## src/rtl/teclado_ps2_pkg.sv

```systemverilog
// Shared definitions for the PS/2 keyboard front end.
//   - Set-2 scancode constants for the prefixes and for every key the game uses.
//   - State enums for the frame receiver and the scancode decoder.
//   - Debug struct that exposes both FSM states at the top level.
package teclado_ps2_pkg;

  localparam logic [7:0] SC_EXT   = 8'hE0;
  localparam logic [7:0] SC_BREAK = 8'hF0;
  localparam logic [7:0] SC_ENTER = 8'h5A;
  localparam logic [7:0] SC_SPACE = 8'h29;
  localparam logic [7:0] SC_F     = 8'h2B;
  localparam logic [7:0] SC_UP    = 8'h75;
  localparam logic [7:0] SC_DOWN  = 8'h72;
  localparam logic [7:0] SC_LEFT  = 8'h6B;
  localparam logic [7:0] SC_RIGHT = 8'h74;
  localparam logic [7:0] SC_W     = 8'h1D;
  localparam logic [7:0] SC_A     = 8'h1C;
  localparam logic [7:0] SC_S     = 8'h1B;
  localparam logic [7:0] SC_D     = 8'h23;

  typedef enum logic [1:0] {
    RX_IDLE,
    RX_DATOS,
    RX_PARIDAD,
    RX_PARADA
  } rx_state_t;

  typedef enum logic [1:0] {
    D_NORMAL,
    D_EXT,
    D_BREAK,
    D_EXT_BREAK
  } dec_state_t;

  typedef struct packed {
    rx_state_t  rx;
    dec_state_t dec;
  } teclado_dbg_t;

endpackage

```

## src/rtl/teclado_ps2_receptor.sv

```systemverilog
// PS/2 frame receiver.
//   clk, rst_n         system clock, asynchronous active-low reset
//   ps2_clk, ps2_data  raw asynchronous PS/2 lines
//   rx_byte            last byte received with good parity and stop bit
//   byte_ok            one-cycle pulse, rx_byte just updated
//   byte_err           one-cycle pulse, parity or stop-bit error (byte dropped)
//   rx_state           current frame FSM state (debug)
// Both lines pass a 2-FF synchronizer; ps2_clk is then debounced by requiring
// FILTER_LEN equal consecutive samples. A filtered falling edge samples data.
// A partial frame is abandoned after TIMEOUT_CYC cycles without an edge.
module receptor_ps2
  import teclado_ps2_pkg::*;
#(
  parameter int FILTER_LEN  = 4,
  parameter int TIMEOUT_CYC = 50000
) (
  input  logic       clk,
  input  logic       rst_n,
  input  logic       ps2_clk,
  input  logic       ps2_data,
  output logic [7:0] rx_byte,
  output logic       byte_ok,
  output logic       byte_err,
  output rx_state_t  rx_state
);

  localparam int TW = $clog2(TIMEOUT_CYC + 1);
  localparam logic [TW-1:0] T_LAST = TW'(TIMEOUT_CYC - 1);

  logic                  clk_s1, clk_s2, data_s1, data_s2;
  logic [FILTER_LEN-1:0] clk_hist;
  logic                  filt, filt_d;
  logic                  strobe;
  logic                  timeout;
  logic [TW-1:0]         tcnt;
  logic [7:0]            shift;
  logic [2:0]            bit_cnt;
  logic                  par_bit;

  // Everything resets high: an idle PS/2 bus floats high.
  always_ff @(posedge clk or negedge rst_n) begin
    if (!rst_n) begin
      clk_s1   <= 1'b1;
      clk_s2   <= 1'b1;
      data_s1  <= 1'b1;
      data_s2  <= 1'b1;
      clk_hist <= '1;
      filt     <= 1'b1;
      filt_d   <= 1'b1;
    end else begin
      clk_s1   <= ps2_clk;
      clk_s2   <= clk_s1;
      data_s1  <= ps2_data;
      data_s2  <= data_s1;
      clk_hist <= {clk_hist[FILTER_LEN-2:0], clk_s2};
      // Level changes only once the whole history agrees; glitches shorter
      // than FILTER_LEN samples leave filt untouched.
      if (&clk_hist)
        filt <= 1'b1;
      else if (~|clk_hist)
        filt <= 1'b0;
      filt_d   <= filt;
    end
  end

  assign strobe  = filt_d & ~filt;
  assign timeout = (rx_state != RX_IDLE) && !strobe && (tcnt == T_LAST);

  always_ff @(posedge clk or negedge rst_n) begin
    if (!rst_n) begin
      rx_state <= RX_IDLE;
      tcnt     <= '0;
      shift    <= 8'h00;
      bit_cnt  <= 3'd0;
      par_bit  <= 1'b0;
      rx_byte  <= 8'h00;
      byte_ok  <= 1'b0;
      byte_err <= 1'b0;
    end else begin
      byte_ok  <= 1'b0;
      byte_err <= 1'b0;
      if (strobe || timeout || rx_state == RX_IDLE)
        tcnt <= '0;
      else
        tcnt <= tcnt + 1'b1;

      if (timeout) begin
        rx_state <= RX_IDLE;
        bit_cnt  <= 3'd0;
      end else if (strobe) begin
        case (rx_state)
          RX_IDLE: begin
            // A high data bit on the first edge is a false start.
            if (!data_s2) begin
              rx_state <= RX_DATOS;
              bit_cnt  <= 3'd0;
            end
          end
          RX_DATOS: begin
            shift   <= {data_s2, shift[7:1]};
            bit_cnt <= bit_cnt + 3'd1;
            if (bit_cnt == 3'd7)
              rx_state <= RX_PARIDAD;
          end
          RX_PARIDAD: begin
            par_bit  <= data_s2;
            rx_state <= RX_PARADA;
          end
          RX_PARADA: begin
            rx_state <= RX_IDLE;
            if ((^{shift, par_bit}) && data_s2) begin
              rx_byte <= shift;
              byte_ok <= 1'b1;
            end else begin
              byte_err <= 1'b1;
            end
          end
          default: rx_state <= RX_IDLE;
        endcase
      end
    end
  end

endmodule

```

## src/rtl/teclado_ps2.sv

```systemverilog
// PS/2 keyboard front end for the buscaminas game.
//   clk, rst            system clock, asynchronous active-low reset
//   ps2_clk, ps2_data   raw PS/2 lines from the board pins
//   iniciar, seleccionarCasilla, marcarBandera,
//   esArriba, esAbajo, esIzquierda, esDerecha
//                       one-cycle command pulses, two cycles after the stop edge
//   scancode            last good byte; scancode_valid pulses when it updates
//   error_trama         one-cycle pulse on a parity or stop-bit error
//   dbg                 receiver and decoder FSM states
// Optional macro TECLADO_WASD_EN: W/S/A/D (non-extended) also drive the arrows.
module teclado_ps2
  import teclado_ps2_pkg::*;
#(
  parameter int FILTER_LEN  = 4,
  parameter int TIMEOUT_CYC = 50000
) (
  input  logic         clk,
  input  logic         rst,
  input  logic         ps2_clk,
  input  logic         ps2_data,
  output logic         iniciar,
  output logic         seleccionarCasilla,
  output logic         marcarBandera,
  output logic         esArriba,
  output logic         esAbajo,
  output logic         esIzquierda,
  output logic         esDerecha,
  output logic [7:0]   scancode,
  output logic         scancode_valid,
  output logic         error_trama,
  output teclado_dbg_t dbg
);

  logic [7:0] rx_byte;
  logic       byte_ok;
  logic       byte_err;
  rx_state_t  rx_state;
  dec_state_t dec_state;
  logic       ext;

  receptor_ps2 #(
    .FILTER_LEN  (FILTER_LEN),
    .TIMEOUT_CYC (TIMEOUT_CYC)
  ) u_receptor (
    .clk      (clk),
    .rst_n    (rst),
    .ps2_clk  (ps2_clk),
    .ps2_data (ps2_data),
    .rx_byte  (rx_byte),
    .byte_ok  (byte_ok),
    .byte_err (byte_err),
    .rx_state (rx_state)
  );

  assign scancode       = rx_byte;
  assign scancode_valid = byte_ok;
  assign error_trama    = byte_err;
  assign ext            = (dec_state == D_EXT);
  assign dbg.rx         = rx_state;
  assign dbg.dec        = dec_state;

  always_ff @(posedge clk or negedge rst) begin
    if (!rst) begin
      dec_state          <= D_NORMAL;
      iniciar            <= 1'b0;
      seleccionarCasilla <= 1'b0;
      marcarBandera      <= 1'b0;
      esArriba           <= 1'b0;
      esAbajo            <= 1'b0;
      esIzquierda        <= 1'b0;
      esDerecha          <= 1'b0;
    end else begin
      iniciar            <= 1'b0;
      seleccionarCasilla <= 1'b0;
      marcarBandera      <= 1'b0;
      esArriba           <= 1'b0;
      esAbajo            <= 1'b0;
      esIzquierda        <= 1'b0;
      esDerecha          <= 1'b0;
      if (byte_err) begin
        // A corrupted byte may have been a prefix; resynchronise.
        dec_state <= D_NORMAL;
      end else if (byte_ok) begin
        if (rx_byte == SC_EXT) begin
          dec_state <= D_EXT;
        end else if (rx_byte == SC_BREAK) begin
          dec_state <= (dec_state == D_EXT) ? D_EXT_BREAK : D_BREAK;
        end else begin
          dec_state <= D_NORMAL;
          // Release codes (after F0) never produce a command.
          if (dec_state == D_NORMAL || dec_state == D_EXT) begin
            case (rx_byte)
              SC_SPACE: if (!ext) iniciar            <= 1'b1;
              SC_ENTER: if (!ext) seleccionarCasilla <= 1'b1;
              SC_F:     if (!ext) marcarBandera      <= 1'b1;
              // Arrows with E0, or keypad 8/2/4/6 without it.
              SC_UP:    esArriba    <= 1'b1;
              SC_DOWN:  esAbajo     <= 1'b1;
              SC_LEFT:  esIzquierda <= 1'b1;
              SC_RIGHT: esDerecha   <= 1'b1;
`ifdef TECLADO_WASD_EN
              SC_W:     if (!ext) esArriba    <= 1'b1;
              SC_S:     if (!ext) esAbajo     <= 1'b1;
              SC_A:     if (!ext) esIzquierda <= 1'b1;
              SC_D:     if (!ext) esDerecha   <= 1'b1;
`endif
              default: ;
            endcase
          end
        end
      end
    end
  end

endmodule

```

## config.mk

```make
export PLATFORM = sky130hd
export DESIGN_NAME = teclado_ps2
export DESIGN_NICKNAME = d
export VERILOG_FILES = /design/src/rtl/teclado_ps2_pkg.sv /design/src/rtl/teclado_ps2_receptor.sv /design/src/rtl/teclado_ps2.sv
export SDC_FILE = /design/constraint.sdc
export NUM_CORES = 1
export LEC_CHECK = 0
export CAP_MARGIN = 20
export CORE_ASPECT_RATIO = 0.5
export CORE_MARGIN = 4
export CORE_UTILIZATION = 45
export DETAILED_ROUTE_END_ITERATION = 12
export HOLD_SLACK_MARGIN = 0.03
export PLACE_DENSITY = 0.66
export SETUP_SLACK_MARGIN = 0.15
export SYNTH_ARGS = -nofsm -noshare
export SYNTH_HDL_FRONTEND = slang
export SYNTH_SLANG_ARGS = --single-unit
```

## constraint.sdc

```tcl
create_clock -name clk -period 2.3 [get_ports clk]
set_clock_uncertainty 0.2 [all_clocks]
set_input_delay 0.345 -clock clk [delete_from_list [all_inputs] [get_ports clk]]
set_output_delay 0.345 -clock clk [all_outputs]
set_load 0.005 [all_outputs]
```

; ---- Word-level counts from Yosys, hierarchy flattened
; Cells that the tools add are included.
[totals]
ff_bits = 59
inputBits = 4
output_inout_bits = 21
word_cells = 135
[op_classes]
addsub = 2
n_eq_ne = 18
n_mux = 68
bitwise_logic = 3
n_reduce_logical = 21
[ops]
columns = op, count
row1 = 1-bit 2-to-1 mux, 54
row2 = 8-bit by 7-bit equality test with 1-bit output (second input constant), 5
row3 = 16-bit by 1-bit adder with 16-bit output (second input constant), 1
row4 = 16-bit equality test (second input constant), 1
row5 = 8-bit by 6-bit equality test with 1-bit output (second input constant), 2
row6 = 8-bit equality test (second input constant), 2
row7 = 16-bit 2-to-1 mux, 1
row8 = 2-bit 2-to-1 mux, 8
row9 = 3-bit AND reduction, 4
row10 = 3-bit 2-to-1 mux, 3
row11 = 9-bit parity, 1
row12 = 2-bit case mux with 4 select lines, 1
row13 = 4-bit AND reduction, 2
row14 = 3-bit case mux with 2 select lines, 1
row15 = 2-bit nonzero test, 3
row16 = 2-bit by 1-bit equality test with 1-bit output (second input constant), 2
row17 = 2-bit equality test (second input constant), 2
row18 = 2-bit zero test, 2
row19 = 4-bit OR reduction, 1
row20 = 3-bit by 1-bit adder with 3-bit output (second input constant), 1
row21 = 3-bit equality test (second input constant), 1
row22 = 1-bit logical AND, 3
row23 = 1-bit logical OR, 3
row24 = 3-bit by 1-bit inequality test with 1-bit output (second input constant), 1
row25 = other kinds (6), 7

; ---- Longest topological paths before layout
[depth]
word_depth = 8
depth_mapped = 7

; ---- By module
; A second synthesis with hierarchy kept.
[hier_totals]
cells_unflattened = 218
area_unflattened_um2 = 2635.0
[modules_own_cells]
columns = mod, n_inst, cells_each, area_per_inst_um2, seq_area_each_um2
row1 = receptor_ps2, 1, 180, 2209.6, 1263.7
row2 = teclado_ps2, 1, 38, 425.4, 225.2

; ---- Worst setup path before layout
; OpenSTA, ideal clock, no wires.
[synth_path]
kind = register to register
from = register u_receptor.shift[1]
to = register u_receptor.rx_byte[0]
setup_ps = 125
arrival_time_ps = 1684
required_ps = 1975
slack_ps = 292
path_stages_with_launch = 5
path_buffers = 0
synth_period_minus_slack_ps = 2008
cell_sequence = dfrtp_1 > xor2_1 > xnor3_2 > mux2i_4 > mux2_2
[synth_between]
elab_chain_len = 3
[synth_lines]
columns = item, line_no
row1 = start: declaration, teclado_ps2_receptor.sv:36  ; logic [7:0] shift;
row2 = start signal: assignment, teclado_ps2_receptor.sv:100  ; shift <= {data_s2, shift[7:1]};
row3 = 9-bit parity, teclado_ps2_receptor.sv:111  ; if ((^{shift, par_bit}) && data_s2) begin
row4 = 1-bit logical AND, teclado_ps2_receptor.sv:111
row5 = 4-bit AND reduction (no line), -
row6 = end signal: assignment, teclado_ps2_receptor.sv:112  ; rx_byte <= shift;
row7 = end: declaration, teclado_ps2_receptor.sv:21  ; output logic [7:0] rx_byte,
; No other way between the ends.
; A chain may end at the register's enable or synchronous reset.

; ---- Final worst setup path
[layout_path]
from = register u_receptor.shift[1]
to = register u_receptor.rx_byte[7]
; The elaborated chain is that of the path after synthesis.

==> results.txt <==
Detail Route Antenna Nets = 0
Reported max-cap violation count = 0
Leakage = 1.486 nW
Async SR Flop Fraction = 100.0%
Antenna cell count = 0
Number of fill cells = 460
Post-synthesis sequential element count = 59
Wire length of the first global-routing pass = 8.335 mm
Initial antenna violation count = 0
Number of buffers created by CTS = 9
Largest net degree at the start of global routing = 36
Post-DR vias/cell = 5.246
Worst endpoint required time = 2300 ps
CP arrival = 2080 ps
Post-CTS sizing = 0
Boundary Pins = 25
Maximum cell stage delay along the critical path = 440 ps
Number of warnings printed during yosys synthesis = 0
Initial drt markers = 128
Type of the worst setup path = reg -> reg
Synth-to-Final Area Change = 27.74%
Critical Path Source Type = flop
Final count of hold timing violations = 0
Pin slew with the least headroom to its limit = 587.8 ps
Final layout net count = 266
Critical path cell sequence = xor2_1 > xnor3_2 > mux2i_4 > buf_12 > mux2_2
Most common cell after layout, fill and taps aside = sky130_fd_sc_hd__dfrtp_1
EDFF count, synth = 0
Outcome = completed
Leftover overflow at the end of global routing = 0
Count of distinct cell types in the synthesized netlist = 42
GPL Wtd Cong = 0.7733
Max IR drop VDD = 405.9 uV
Fraction of layout cells with a size suffix above 1 = 19.62%
Number of port buffers = 24
Net count after synthesis = 229
Die Footprint = 7104 sq um
CTS Sinks = 59
Post-route fraction of the period consumed by the critical path = 90.35%
Average instance area after synthesis = 11.87 sq um
Root buffer cell = sky130_fd_sc_hd__clkbuf_16
Post-synthesis sequential area ratio = 57.52%
Drt drc = 0
Average wire length per cell after detail routing = 14.78 um
Cell with the biggest individual delay on the critical path = sky130_fd_sc_hd__xnor3_2
Number of H-tree levels = 3
Vertical extent of the die = 61.63 um
Post-Route Setup TNS = 0 ps
Slew HR = 60.81%
All-layer global routing usage = 15.87%
Syn Inst Count = 218
Critical path buffer and inverter count = 1
Max Buffers Root-to-Sink = 2
Vias in the first global route = 1,734
Initial cell density of the core = 46.94%
Final setup violation count = 0
Min cycle time layout = 2078 ps
Row count = 19
Post-layout power = 3.484 mW
Primary FF master, synth = sky130_fd_sc_hd__dfrtp_1
Number of vias in the routed layout = 1,747
Number of max-slew violations in the final report = 0
Commonest cells after routing, fill and taps aside = sky130_fd_sc_hd__dfrtp_1 (49), sky130_fd_sc_hd__clkdlybuf4s50_1 (23), sky130_fd_sc_hd__nor2_1 (20), sky130_fd_sc_hd__nand2_1 (17), sky130_fd_sc_hd__mux2_2 (16)
Endpoint kind of the worst setup timing path = flop
Unrepaired setup endpoints after global routing = false
Area of the core region = 5515 sq um
Power density cells = 1054 nW/um^2
Number of iterations in the first detailed-routing pass = 4
HP Class = reg -> reg
Clock-pin slew reported for the worst setup and hold paths after clock tree synthesis = 50 ps
Die width = 115.3 um
Routed Wire Length = 4.923 mm
Worst skew pair latency = 320 ps
Maximum clock frequency = 481.2 MHz
Largest driver fanout on the critical path = 9
Estimated wirelength of the detail-placed design = 3.423 mm
Synthesized cell area = 2589 sq um
Family of cells with the greatest summed delay on the critical path = XOR/XNOR gates
Clock tree from TritonCTS = yes
kinds of logic after synthesis:
group / share of synthesized area [%]
AO/OA/AOI/OAI: 5.607
multiplexers: 7.830
flip-flops: 57.52
buffers and inverters: 2.078
AND/OR/NAND/NOR: 16.29
adder cells (fa/ha/maj): 3.383
XOR/XNOR: 7.298
metal layers:
metal,vias up,global-route usage (%),wire length [um]
li1,845,-,-
met1,858,18.22,2282
met2,38,26.81,2320
met3,6,6.084,258
met4,0,8.027,62
met5,-,0,0
power by group:
| part | switching (mW) | internal, mW | leakage [nW] |
|---|---|---|---|
| Combinational | 0.303 | 0.364 | 0.541 |
| Clock | 0.439 | 1.08 | 0.169 |
| Sequential | 0.127 | 1.17 | 0.776 |
| Total | 0.869 | 2.61 | 1.49 |
sequential cells by signal, summed over array words and instances, names as in the netlist, 2 cells and up:
signal               cells
u_receptor.shift         8
u_receptor.bit_cnt       3
u_receptor.clk_hist      4
u_receptor.rx_state      2
u_receptor.rx_byte       8
dec_state                2
u_receptor.tcnt         16
area by class of cell:
cell class                      count  area (sq um)  share of cell area, %
Clock buffer                       11         242.7                  7.340
Multi-Input combinational cell    145          1046                  31.63
Tap cell                           73         91.34                  2.762
Timing Repair Buffer               28         292.8                  8.854
Clock inverter                      5         100.1                  3.027
Inverter                           12         45.04                  1.362
Sequential cell                    59          1489                  45.02
worst paths after layout:
check,startpoint,to,slack [ps],cells after the start
max in group asynchronous,rst,u_receptor.data_s2,880,3
worst max register to register,u_receptor.shift[1],u_receptor.rx_byte[7],220,5
worst max-delay path,u_receptor.shift[1],u_receptor.rx_byte[7],220,5
min in group asynchronous,rst,u_receptor.rx_byte[3],360,2
worst min-delay path,u_receptor.clk_s2,u_receptor.clk_hist[0],150,0
worst min register to register,u_receptor.clk_s2,u_receptor.clk_hist[0],150,0
through the flow:
stage / util (%) / cells / area, sq um / hold WS [ps] / worst slack [ps]
after floorplan: - / 218 / 2589 / -150.6 / 291.7
after global placement: 53.20 / 315 / 2934 / 146.1 / 194.9
after detailed placement: 53.20 / 315 / 2934 / 146.8 / 162.2
after CTS: 59.60 / 332 / 3287 / 153.1 / 156.6
after global routing: 59.96 / 333 / 3307 / 158.5 / 166.4
final: 59.96 / 333 / 3307 / 152.5 / 222.0
synth_stat cells, types with 2 or more instances:
cell type                 instances  area, sq um
sky130_fd_sc_hd__o21ai_0          7        35.03
sky130_fd_sc_hd__nor4_1           4        25.02
sky130_fd_sc_hd__nand2_1         17        63.81
sky130_fd_sc_hd__and3_1           3        18.77
sky130_fd_sc_hd__and2_1           2        12.51
sky130_fd_sc_hd__nand4_1          8        50.05
sky130_fd_sc_hd__ha_1             7        87.58
sky130_fd_sc_hd__dfstp_2         10        262.8
sky130_fd_sc_hd__nor3_1           5        25.02
sky130_fd_sc_hd__dfrtp_1         49         1226
sky130_fd_sc_hd__a21oi_1          7        35.03
sky130_fd_sc_hd__or3_1            3        18.77
sky130_fd_sc_hd__mux2_2          16        180.2
sky130_fd_sc_hd__and4_1           3        26.28
sky130_fd_sc_hd__nand3_1          5        25.02
sky130_fd_sc_hd__nor2_1          20        75.07
sky130_fd_sc_hd__xor2_1          10        87.58
sky130_fd_sc_hd__inv_1           12        45.04
sky130_fd_sc_hd__xnor2_1          6        52.55
sky130_fd_sc_hd__o31a_1           2        17.52
repair_timing:
item                                    in CTS  in global routing
endpoints found under the setup margin       0                  8
hold buffers                                 1                  0
buffers inserted                             0                  1
hold endpoints to repair                    16                  0
Note: power is estimated with default switching activity, not from simulation.
